--- src/rtl/nibble_serial_adder.sv ---
// nibble_serial_adder: wide adder that reuses one 4-bit full adder, one nibble per clock
//   fulladd4 ports: a, b (nibble operands), c_in, sum, c_out, c3 (carry into bit 3)
//   nibble_serial_adder ports: clk, reset (sync, active-high), start, a_in, b_in, c_in,
//   busy, done, sum_out, c_out, overflow
module fulladd4 (
  input  logic [3:0] a,
  input  logic [3:0] b,
  input  logic       c_in,
  output logic [3:0] sum,
  output logic       c_out,
  output logic       c3
);
  logic [4:0] c;
  assign c[0] = c_in;
  for (genvar i = 0; i < 4; i++) begin : g_bit
    assign sum[i]   = a[i] ^ b[i] ^ c[i];
    assign c[i+1]   = (a[i] & b[i]) | (c[i] & (a[i] ^ b[i]));
  end
  assign c_out = c[4];
  assign c3    = c[3];
endmodule

module nibble_serial_adder #(
  parameter int NIBBLES = 4
) (
  input  logic                   clk,
  input  logic                   reset,
  input  logic                   start,
  input  logic [4*NIBBLES-1:0]   a_in,
  input  logic [4*NIBBLES-1:0]   b_in,
  input  logic                   c_in,
  output logic                   busy,
  output logic                   done,
  output logic [4*NIBBLES-1:0]   sum_out,
  output logic                   c_out,
  output logic                   overflow
);
  localparam int W  = 4 * NIBBLES;
  localparam int IW = NIBBLES > 1 ? $clog2(NIBBLES) : 1;
  typedef enum logic [1:0] {IDLE, RUN, DONE} state_t;
  state_t state_q, state_d;
  logic [IW-1:0] idx_q;
  logic [W-1:0] a_q, b_q, sum_q;
  logic carry_q, c_out_q, ovf_q;
  logic [IW+1:0] base;
  logic last;
  logic [3:0] fa_sum;
  logic fa_co, fa_c3;
  assign base = {idx_q, 2'b00};
  assign last = idx_q == IW'(NIBBLES - 1);
  fulladd4 u_fa (
    .a    (a_q[base+:4]),
    .b    (b_q[base+:4]),
    .c_in (carry_q),
    .sum  (fa_sum),
    .c_out(fa_co),
    .c3   (fa_c3)
  );
  always_comb begin
    state_d = (state_q == IDLE) ? (start ? RUN : IDLE) :
              (state_q == RUN)  ? (last ? DONE : RUN)  : IDLE;
  end
  always_ff @(posedge clk) begin
    if (reset) begin
      state_q <= IDLE;
      idx_q   <= '0;
      a_q     <= '0;
      b_q     <= '0;
      sum_q   <= '0;
      carry_q <= 1'b0;
      c_out_q <= 1'b0;
      ovf_q   <= 1'b0;
    end else begin
      state_q <= state_d;
      if (state_q == IDLE && start) begin
        a_q     <= a_in;
        b_q     <= b_in;
        carry_q <= c_in;
        idx_q   <= '0;
      end
      if (state_q == RUN) begin
        sum_q[base+:4] <= fa_sum;
        carry_q        <= fa_co;
        idx_q          <= idx_q + 1'b1;
        // MSB nibble: c3 is the carry into bit W-1, needed for signed overflow
        if (last) begin
          c_out_q <= fa_co;
          ovf_q   <= fa_c3 ^ fa_co;
        end
      end
    end
  end
  assign busy     = state_q != IDLE;
  assign done     = state_q == DONE;
  assign sum_out  = sum_q;
  assign c_out    = c_out_q;
  assign overflow = ovf_q;
endmodule

--- config.mk ---
export PLATFORM = sky130hd
export DESIGN_NAME = nibble_serial_adder
export DESIGN_NICKNAME = d
export VERILOG_FILES = /design/src/rtl/nibble_serial_adder.sv
export SDC_FILE = /design/constraint.sdc
export NUM_CORES = 1
export LEC_CHECK = 0
export CORE_ASPECT_RATIO = 0.7
export CORE_UTILIZATION = 35
export CTS_CLUSTER_SIZE = 10
export DETAILED_ROUTE_END_ITERATION = 8
export DONT_BUFFER_PORTS = 1
export GPL_ROUTABILITY_DRIVEN = 0
export PLACE_DENSITY = 0.48
export SLEW_MARGIN = 10
export SYNTH_ARGS = -nofsm -noshare
export SYNTH_HDL_FRONTEND = slang
export SYNTH_HIERARCHICAL = 1
export SYNTH_SLANG_ARGS = --single-unit
--- constraint.sdc ---
create_clock -name clk -period 4.1 [get_ports clk]
set_clock_uncertainty 0.05 [all_clocks]
set_input_delay 0.82 -clock clk [delete_from_list [all_inputs] [get_ports clk]]
set_output_delay 0.82 -clock clk [all_outputs]
set_load 0.005 [all_outputs]
# Yosys cells after proc, flatten, opt, wreduce, memory -nomap -nowiden
# Cells that the tools add are included.
word_totals:
  regBits: 55
  input_bits: 36
  output_inout_bits: 20
  wordCells: 52
classes:
  n_addsub: 2
  eq_ne: 3
  n_shift: 4
  n_mux: 9
  bitwise_logic: 21
  reduce_logical: 5
op_table:
  columns: ["cell", "n"]
  rows:
  - ["indexed part select 16 x 5 -> 4 bit", 2]
  - ["bitwise mux 16 bit", 1]
  - ["variable shift 4 x 6 -> 16 bit (first input constant)", 1]
  - ["indexed part select 4 x 6 -> 16 bit", 1]
  - ["2-to-1 mux 2 bit", 5]
  - ["bitwise XOR 1 bit", 9]
  - ["AND 1 bit", 8]
  - ["negation 4 -> 6 bit", 1]
  - ["== test 2 bit (second input constant)", 2]
  - ["bitwise OR 1 bit", 4]
  - ["nonzero test 2 bit", 2]
  - ["2-to-1 mux 1 bit", 3]
  - ["adder 2 x 1 -> 2 bit (second input constant)", 1]
  - ["== test 2 x 1 -> 1 bit (second input constant)", 1]
  - ["logical NOT 2 bit", 1]
  - ["AND reduction 2 bit", 1]
  - ["logical AND 1 bit", 1]

# Depth between registers and ports, before layout
# Gate-level depths: netlist (run 1).
depth:
  depth_word: 11
  ltp_mapped: 11
  depth_no_buf: 10

# By module
# Netlist (run 1), hierarchy kept.
by_module_without_submodules:
  columns: ["module", "n_inst", "cells_per_inst", "area_per_inst_um2", "seq_area_each_um2"]
  rows:
  - ["nibble_serial_adder", 1, 264, 2406.1, 1101.1]
  - ["fulladd4", 1, 12, 110.1, 0.0]

# Least setup slack after synthesis (run 1)
# No wires, ideal clock.
synth_path:
  path_kind: "reg-to-reg"
  from: "register idx_q[0]"
  to: "register carry_q"
  setup_time_ps: 132
  t_arrival_ps: 2695
  required_time_ps: 3918
  path_slack_ps: 1223
  stages_incl_launch_ff: 12
  n_path_buf: 1
  period_less_slack_ps: 2877
  cell_sequence: "dfxtp_1 > buf_6 > mux4_2 > fa_1 > inv_1 > fa_1 > fa_1 > inv_1 > fa_1 > nand2b_1 > a21oi_1 > nor3_1"
synth_via:
  elab_chain_len: 11
  elab_cells_between_ends: 19
  classes_between: "shift (2); mux (1); bitwise (16)"
synth_rtl:
  columns: ["element", "line", "rtl"]
  rows:
  - ["start, declared", "42", "logic [IW-1:0] idx_q;"]
  - ["start signal, assigned", "84", "idx_q <= idx_q + 1'b1;"]
  - ["indexed part select 16 x 5 -> 4 bit (on tied branches)", "52, 53", null]
  - ["bitwise XOR 1 bit", "17", "assign c[i+1] = (a[i] & b[i]) | (c[i] & (a[i] ^ b[i]));"]
  - ["AND 1 bit", "17", null]
  - ["bitwise OR 1 bit", "17", null]
  - ["AND 1 bit", "17", null]
  - ["bitwise OR 1 bit", "17", null]
  - ["AND 1 bit", "17", null]
  - ["bitwise OR 1 bit *", "17", null]
  - ["via fa_c3", "48", "logic fa_co, fa_c3;"]
  - ["AND 1 bit *", "17", null]
  - ["bitwise OR 1 bit *", "17", null]
  - ["via fa_co", "48", null]
  - ["2-to-1 mux 1 bit *", "81", "if (state_q == RUN) begin"]
  - ["end signal, assigned", "78", "carry_q <= c_in;"]
  - ["end signal, assigned", "83", "carry_q <= fa_co;"]
  - ["end, declared", "44", "logic carry_q, c_out_q, ovf_q;"]
# Mark *: on every way through the listed nets, which the timed path passes. The rest lies on a longest branch.
# A chain may end at the register's enable or synchronous reset.

# Worst setup path in the final report (run 1)
# Ends and elaborated chain as after synthesis.

==> results.yml, run 1 <==
critical_path:
  cpPeakStageDelay_ns: 0.55
  reg2reg_depth: 11
  timing.setup.critical_path_class: "reg -> reg"
  worstPathArrival_ns: 3.28
  worst-endpoint-required_ns: 4.26
  worstPathCellList: "buf_4 -> mux4_2 -> fa_1 -> inv_1 -> fa_1 -> fa_1 -> inv_1 -> fa_1 -> nand2b_1 -> a21oi_1 -> nor3_1"
  number_of_gates_on_the_worst_path_with_buffers_counted: 11
  critical_path.slowest_cell: "sky130_fd_sc_hd__mux4_2"
  path_max_fanout: 12
  path_common_cell: "sky130_fd_sc_hd__fa_1"
  timing.critical_path.from_type: "flip-flop"
  setup_crit_end_kind: "flip-flop"
  start_point_of_the_critical_path: "idx_q[0]"
  r2r_start: "idx_q[0]"
  critical_path_s_top_delay_family: "adder cells"
  timing.critical_path.buf_inv: 3
  reg2reg_setup_slack_ns: 0.98
  worstReg2RegEnd: "carry_q"
  critPathCapture: "carry_q"
detailed_routing:
  vias: 1819
  wl_per_cell_um: 15.8
  finalWirelength_mm: 5.73
  drtPass1Iterations: 4
  ant_nets: 0
  viasPerCell: 5.01
  remaining_drc_errors: 0
  detail_route.iter0.violations: 140
global_route:
  grt_pass1_wl_mm: 8.82
  grt_usage_pct: 15.9
  gr-total-overflow: 0
  grt_start_max_net_pins: 60
  initial_antenna_violation_count: 0
  first_global_vias: 1666
sta:
  post-route-period-util_pct: 76.1
  maxClockFrequency_mhz: 321
  remaining_max_slew_budget_at_the_tightest_pin_pct: 24.9
  hold-worst-slack_ns: 0.405
  tightest_slew_ns: 1.13
  finalSetupViolations: 0
  timing.setup.tns_ns: 0
  period_minus_slack_ns: 3.12
  grt_setup_unrepaired: "false"
  final_max_slew_viol_count: 0
  final_hold_viol_count: 0
clock_network:
  root_buffer: "sky130_fd_sc_hd__clkbuf_8"
  clock_sink_count: 55
  post_cts_hold_buffer_count: 0
  cts.reportedPaths.clkPinSlew_ns: 0.10
  cts_inserted_buffers: 5
  htreeDepth: 2
  worstSkewPairLatency_ns: 0.31
  cts_tree: "done"
  post-cts-setup-buffers: 0
  cts_buffer_depth: 2
  cts-resized-gates: 0
place:
  dp_hpwl_mm: 4.06
  number_of_port_buffers: 0
pwr:
  leak_pwr_nw: 0.952
  irDropWorstVdd_v: 0.000155
  fin_total_pwr_mw: 1.13
  cellPowerDensity_nw_per_um2: 424
synth:
  post_synth_instance_area_um2: 2520
  ys.warnings.count: 6
  synth.yosys.seq_area_share_pct: 43.8
  syn-instance-count: 276
  synth_cell_types: 35
  flops_latches_synth: 55
  mappedNetlistNets: 322
  postSynthAreaPerCell_um2: 9.12
cells_and_area:
  layout_commonest_cell: "sky130_fd_sc_hd__nand2_1"
  antenna_cells: 0
  syn2layout_area_growth_pct: 5.82
  area_of_combinational_cells_with_multiple_inputs_um2: 1220
  regArea_um2: 1100
  layout_common_cells: "sky130_fd_sc_hd__nand2_1, sky130_fd_sc_hd__dfxtp_1, sky130_fd_sc_hd__a21oi_1"
  final_net_count: 314
  final.fill_count: 724
  layout-drive-gt1-share_pct: 8.55
job:
  maxCapViolCount: 0
die:
  floorplan.die.height_um: 72.9
  placeable_core_region_um2: 6850
  start_util_pct: 36.7
  design.die.area_um2: 7540
  row_count: 25
  floorplan.die.width_um: 103
  io_pins: 56
outcome:
  status: "completed"
worst_hold_path:
  holdCritPathClass: "reg -> reg"
-- sequential cells by signal, indices dropped and copies added (netlist names) --
register  count
a_q          16
sum_out      16
b_q          16
idx_q         2
c_out         1
overflow      1
carry_q       1
state_q       2
-- how the worst min path moves through the flow --
stage	from	to	cells past startpoint
after floorplan	a_q[4]	a_q[4]	2
after global placement	b_q[9]	b_q[9]	2
after detailed placement	a_q[0]	a_q[0]	2
after CTS	a_q[0]	a_q[0]	2
after global routing	b_q[6]	b_q[6]	2
final	a_q[0]	a_q[0]	2
-- synth_stat cells --
| cell type | number | area (um^2) |
|---|---|---|
| sky130_fd_sc_hd__nand2_1 | 73 | 274 |
| sky130_fd_sc_hd__dfxtp_1 | 55 | 1100 |
| sky130_fd_sc_hd__a21oi_1 | 43 | 215 |
| sky130_fd_sc_hd__inv_1 | 18 | 67.6 |
| sky130_fd_sc_hd__buf_6 | 8 | 90.1 |
| sky130_fd_sc_hd__o32ai_1 | 8 | 70.1 |
| sky130_fd_sc_hd__ha_1 | 6 | 75.1 |
| sky130_fd_sc_hd__mux4_2 | 6 | 135 |
| sky130_fd_sc_hd__nand2b_1 | 6 | 37.5 |
| sky130_fd_sc_hd__nand3_1 | 5 | 25.0 |
| sky130_fd_sc_hd__nand4_1 | 5 | 31.3 |
| sky130_fd_sc_hd__nor2_1 | 5 | 18.8 |
| sky130_fd_sc_hd__buf_2 | 4 | 20.0 |
| sky130_fd_sc_hd__clkbuf_1 | 4 | 15.0 |
| sky130_fd_sc_hd__fa_1 | 4 | 80.1 |
| sky130_fd_sc_hd__nand3b_1 | 3 | 22.5 |
| sky130_fd_sc_hd__mux4_1 | 2 | 52.6 |
| sky130_fd_sc_hd__nor2b_1 | 2 | 12.5 |
| sky130_fd_sc_hd__nor3_1 | 2 | 10.0 |
| sky130_fd_sc_hd__or3b_1 | 2 | 17.5 |
| sky130_fd_sc_hd__a211oi_1 | 1 | 7.51 |
| sky130_fd_sc_hd__a21oi_2 | 1 | 8.76 |
| sky130_fd_sc_hd__and2_1 | 1 | 6.26 |
| sky130_fd_sc_hd__and2b_2 | 1 | 8.76 |
| sky130_fd_sc_hd__and3b_1 | 1 | 8.76 |
| sky130_fd_sc_hd__and3b_2 | 1 | 10.0 |
| sky130_fd_sc_hd__buf_4 | 1 | 7.51 |
| sky130_fd_sc_hd__mux2i_1 | 1 | 10.0 |
| sky130_fd_sc_hd__nor3b_2 | 1 | 12.5 |
| sky130_fd_sc_hd__nor3b_4 | 1 | 18.8 |
| sky130_fd_sc_hd__nor4b_2 | 1 | 15.0 |
| sky130_fd_sc_hd__o21ba_2 | 1 | 10.0 |
| sky130_fd_sc_hd__or2_2 | 1 | 6.26 |
| sky130_fd_sc_hd__or3_1 | 1 | 6.26 |
| sky130_fd_sc_hd__xor2_1 | 1 | 8.76 |
-- area by class of cell --
| class | count | share of cell area, % |
|---|---|---|
| Multi-Input combinational cell | 186 | 45.9 |
| Sequential cell | 55 | 41.4 |
| Tap cell | 94 | 4.42 |
| Clock buffer | 6 | 2.73 |
| Inverter | 18 | 2.54 |
| Clock inverter | 2 | 2.26 |
| Timing Repair Buffer | 2 | 0.846 |
-- worst min-delay path: stages, from the launching register on --
cell                      delay, ns
sky130_fd_sc_hd__dfxtp_1       0.32
sky130_fd_sc_hd__nand2_1       0.05
sky130_fd_sc_hd__a21oi_1       0.05
-- stage by stage --
step                utilization, %  cells  cell area, um^2  setup WS [ns]
finish                        38.9    363             2660          0.980
global route                  38.9    363             2660          0.790
CTS                           38.6    362             2650          0.960
detailed placement            36.7    354             2510          0.975
global placement              36.7    354             2510           1.03
floorplan                        -    276             2520           1.22
-- logic make-up (layout without fill, tap and decap cells) --
logic type               Yosys count  after routing  synth area share (%)
AND/OR/NAND/NOR                  112            112                  21.5
flip-flops                        55             55                  43.8
AO/OA/AOI/OAI                     54             54                  12.4
buffers and inverters             35             28                  7.96
adder cells (fa/ha/maj)           10             10                  6.17
multiplexers                       9              9                  7.86
XOR/XNOR                           1              1                 0.348
-- report_power, final --
| part | total [mW] | internal, mW | switching [mW] | leakage [nW] |
|---|---|---|---|---|
| sequential | 0.579 | 0.558 | 0.0202 | 0.449 |
| clock | 0.423 | 0.244 | 0.179 | 0.0654 |
| combinational | 0.128 | 0.0540 | 0.0743 | 0.438 |
-- metal layers --
layer / track usage, % / routed length (um) / vias up
li1: - / - / 915
met1: 26.4 / 3150 / 848
met2: 18.9 / 2140 / 51
met3: 4.89 / 399 / 5
met4: 3.76 / 38 / 0
met5: 0 / 0 / -
(Power assumes the default switching activity.)
==> inputs of run 2 (changes only) <==
--- a/config.mk
+++ b/config.mk
@@ -11,7 +11,7 @@
 export DETAILED_ROUTE_END_ITERATION = 8
 export DONT_BUFFER_PORTS = 1
 export GPL_ROUTABILITY_DRIVEN = 0
-export PLACE_DENSITY = 0.48
+export PLACE_DENSITY = 0.5
 export SLEW_MARGIN = 10
 export SYNTH_ARGS = -nofsm -noshare
 export SYNTH_HDL_FRONTEND = slang
==> constraint.sdc (replaced) <==
create_clock -name clk -period 2.7 [get_ports clk]
set_clock_uncertainty 0.05 [all_clocks]
set_input_delay 0.54 -clock clk [delete_from_list [all_inputs] [get_ports clk]]
set_output_delay 0.54 -clock clk [all_outputs]
set_load 0.005 [all_outputs]
==> run 2 against run 1 <==
  * Routed wire length fell by 3.6%
  * Combinational power is 60% higher
  * First-iteration DRC count is 28% lower
  * Register-to-register slack worse by 0.97 ns
  * Clock power up 34%
  * Largest power group unchanged
==> results.yml, run 2 (same netlist as run 1, synthesis figures left out) <==
outcome:
  status: "completed"
critical_path:
  timing.setup.critical_path_class: "reg -> reg"
  worstPathArrival_ns: 2.90
  worstPathCellList: "mux4_2 -> fa_2 -> inv_2 -> fa_2 -> fa_1 -> inv_2 -> fa_2 -> nand3_1 -> a21oi_2"
  path_common_cell: "sky130_fd_sc_hd__fa_2"
  r2r_start: "idx_q[0]"
  worstReg2RegEnd: "sum_out[11]"
  number_of_gates_on_the_worst_path_with_buffers_counted: 9
  timing.critical_path.from_type: "flip-flop"
  setup_crit_end_kind: "flip-flop"
  worst-endpoint-required_ns: 2.91
  reg2reg_setup_slack_ns: 0.007
  start_point_of_the_critical_path: "idx_q[0]"
  critical_path_s_top_delay_family: "adder cells"
  critical_path.slowest_cell: "sky130_fd_sc_hd__fa_2"
  cpPeakStageDelay_ns: 0.55
  path_max_fanout: 4
  reg2reg_depth: 9
  timing.critical_path.buf_inv: 2
detailed_routing:
  drtPass1Iterations: 4
  vias: 1840
  finalWirelength_mm: 5.52
  viasPerCell: 4.99
  wl_per_cell_um: 15.0
  detail_route.iter0.violations: 101
  ant_nets: 0
  remaining_drc_errors: 0
cells_and_area:
  layout_common_cells: "sky130_fd_sc_hd__nand2_1, sky130_fd_sc_hd__dfxtp_1, sky130_fd_sc_hd__a21oi_1"
  final_design_area_no_fill_um2: 2710
  area_of_combinational_cells_with_multiple_inputs_um2: 1250
  layout_commonest_cell: "sky130_fd_sc_hd__nand2_1"
  syn2layout_area_growth_pct: 7.86
  final.fill_count: 718
  antenna_cells: 0
  final_net_count: 320
  regArea_um2: 1100
  layout-drive-gt1-share_pct: 14.9
sta:
  finalSetupViolations: 0
  grt_setup_unrepaired: "true"
  tightest_slew_ns: 0.559
  final_critical_path_setup_slack_ns: 0.00688
  post-route-period-util_pct: 99.7
  final_hold_viol_count: 0
  period_minus_slack_ns: 2.69
  hold-worst-slack_ns: 0.236
  maxClockFrequency_mhz: 371
  final_max_slew_viol_count: 0
  remaining_max_slew_budget_at_the_tightest_pin_pct: 62.7
place:
  pre_cts_ws_ns: -0.0655
  placed_standard_cell_area_um2: 2570
  number_of_port_buffers: 0
  dp_hpwl_mm: 4.07
pwr:
  cellPowerDensity_nw_per_um2: 607
  irDropWorstVdd_v: 0.000215
  leak_pwr_nw: 0.968
clock_network:
  cts_tree: "done"
  cts_buffer_depth: 2
  htreeDepth: 2
  cts_inserted_buffers: 5
  root_buffer: "sky130_fd_sc_hd__clkbuf_8"
  clock_sink_count: 55
  worstSkewPairLatency_ns: 0.31
  cts.reportedPaths.clkPinSlew_ns: 0.11
global_route:
  grt_usage_pct: 15.4
  grt_start_max_net_pins: 60
  first_global_vias: 1693
  grt_pass1_wl_mm: 8.71
  initial_antenna_violation_count: 0
  gr-total-overflow: 0
die:
  placeable_core_region_um2: 6850
  floorplan.die.width_um: 103
  design.die.area_um2: 7540
  io_pins: 56
  start_util_pct: 36.7
  floorplan.die.height_um: 72.9
  row_count: 25
worst_hold_path:
  holdCritPathClass: "in -> reg"
  worst_hold_endpoint: "sum_out[11]"
  worst_hold_startpoint: "reset"
  holdPathStages: 1
job:
  maxCapViolCount: 0
run 2: how the worst max path moves through the flow:
stage                        endpoint
after floorplan           sum_out[15]
after global placement    sum_out[15]
after detailed placement  sum_out[15]
after CTS                  sum_out[3]
after global routing      sum_out[15]
final                     sum_out[11]
run 2: area by class of cell:
class	count	area share [%]
tap	94	4.33
multi-input combinational	186	46.0
clock buffer	5	2.54
sequential	55	40.7
timing repair buffer	8	2.21
clock inverter	3	1.75
inverter	18	2.49
run 2: where the power goes:
group / switching (mW) / total [mW] / internal (mW)
Clock: 0.285 / 0.567 / 0.282
Sequential: 0.0272 / 0.875 / 0.848
Combinational: 0.116 / 0.205 / 0.0889
Total: 0.428 / 1.65 / 1.22
run 2: stage by stage:
stage	utilization [%]	TNS, ns	instances	power [mW]
after floorplan	-	0	276	1.07
after global placement	37.5	0	360	1.10
after detailed placement	37.5	-0.223	360	1.10
after CTS	39.2	0	368	1.67
after global routing	39.6	-0.375	369	1.72
final	39.6	0	369	1.65
run 2: timing repair:
action | CTS | global route
hold buffers | 0 | 0
pin swaps | 2 | 3
resized for setup | 1 | 5
setup endpoints to repair | 6 | 6
buffers inserted | 0 | 1
run 2: per-layer routing:
metal | vias to the layer above | GRT usage, % | part of all wire, %
met5 | - | 0 | 0
met4 | 0 | 3.76 | 1.0
met3 | 7 | 4.60 | 6.8
met2 | 40 | 20.3 | 40
met1 | 866 | 23.9 | 53
li1 | 927 | - | -
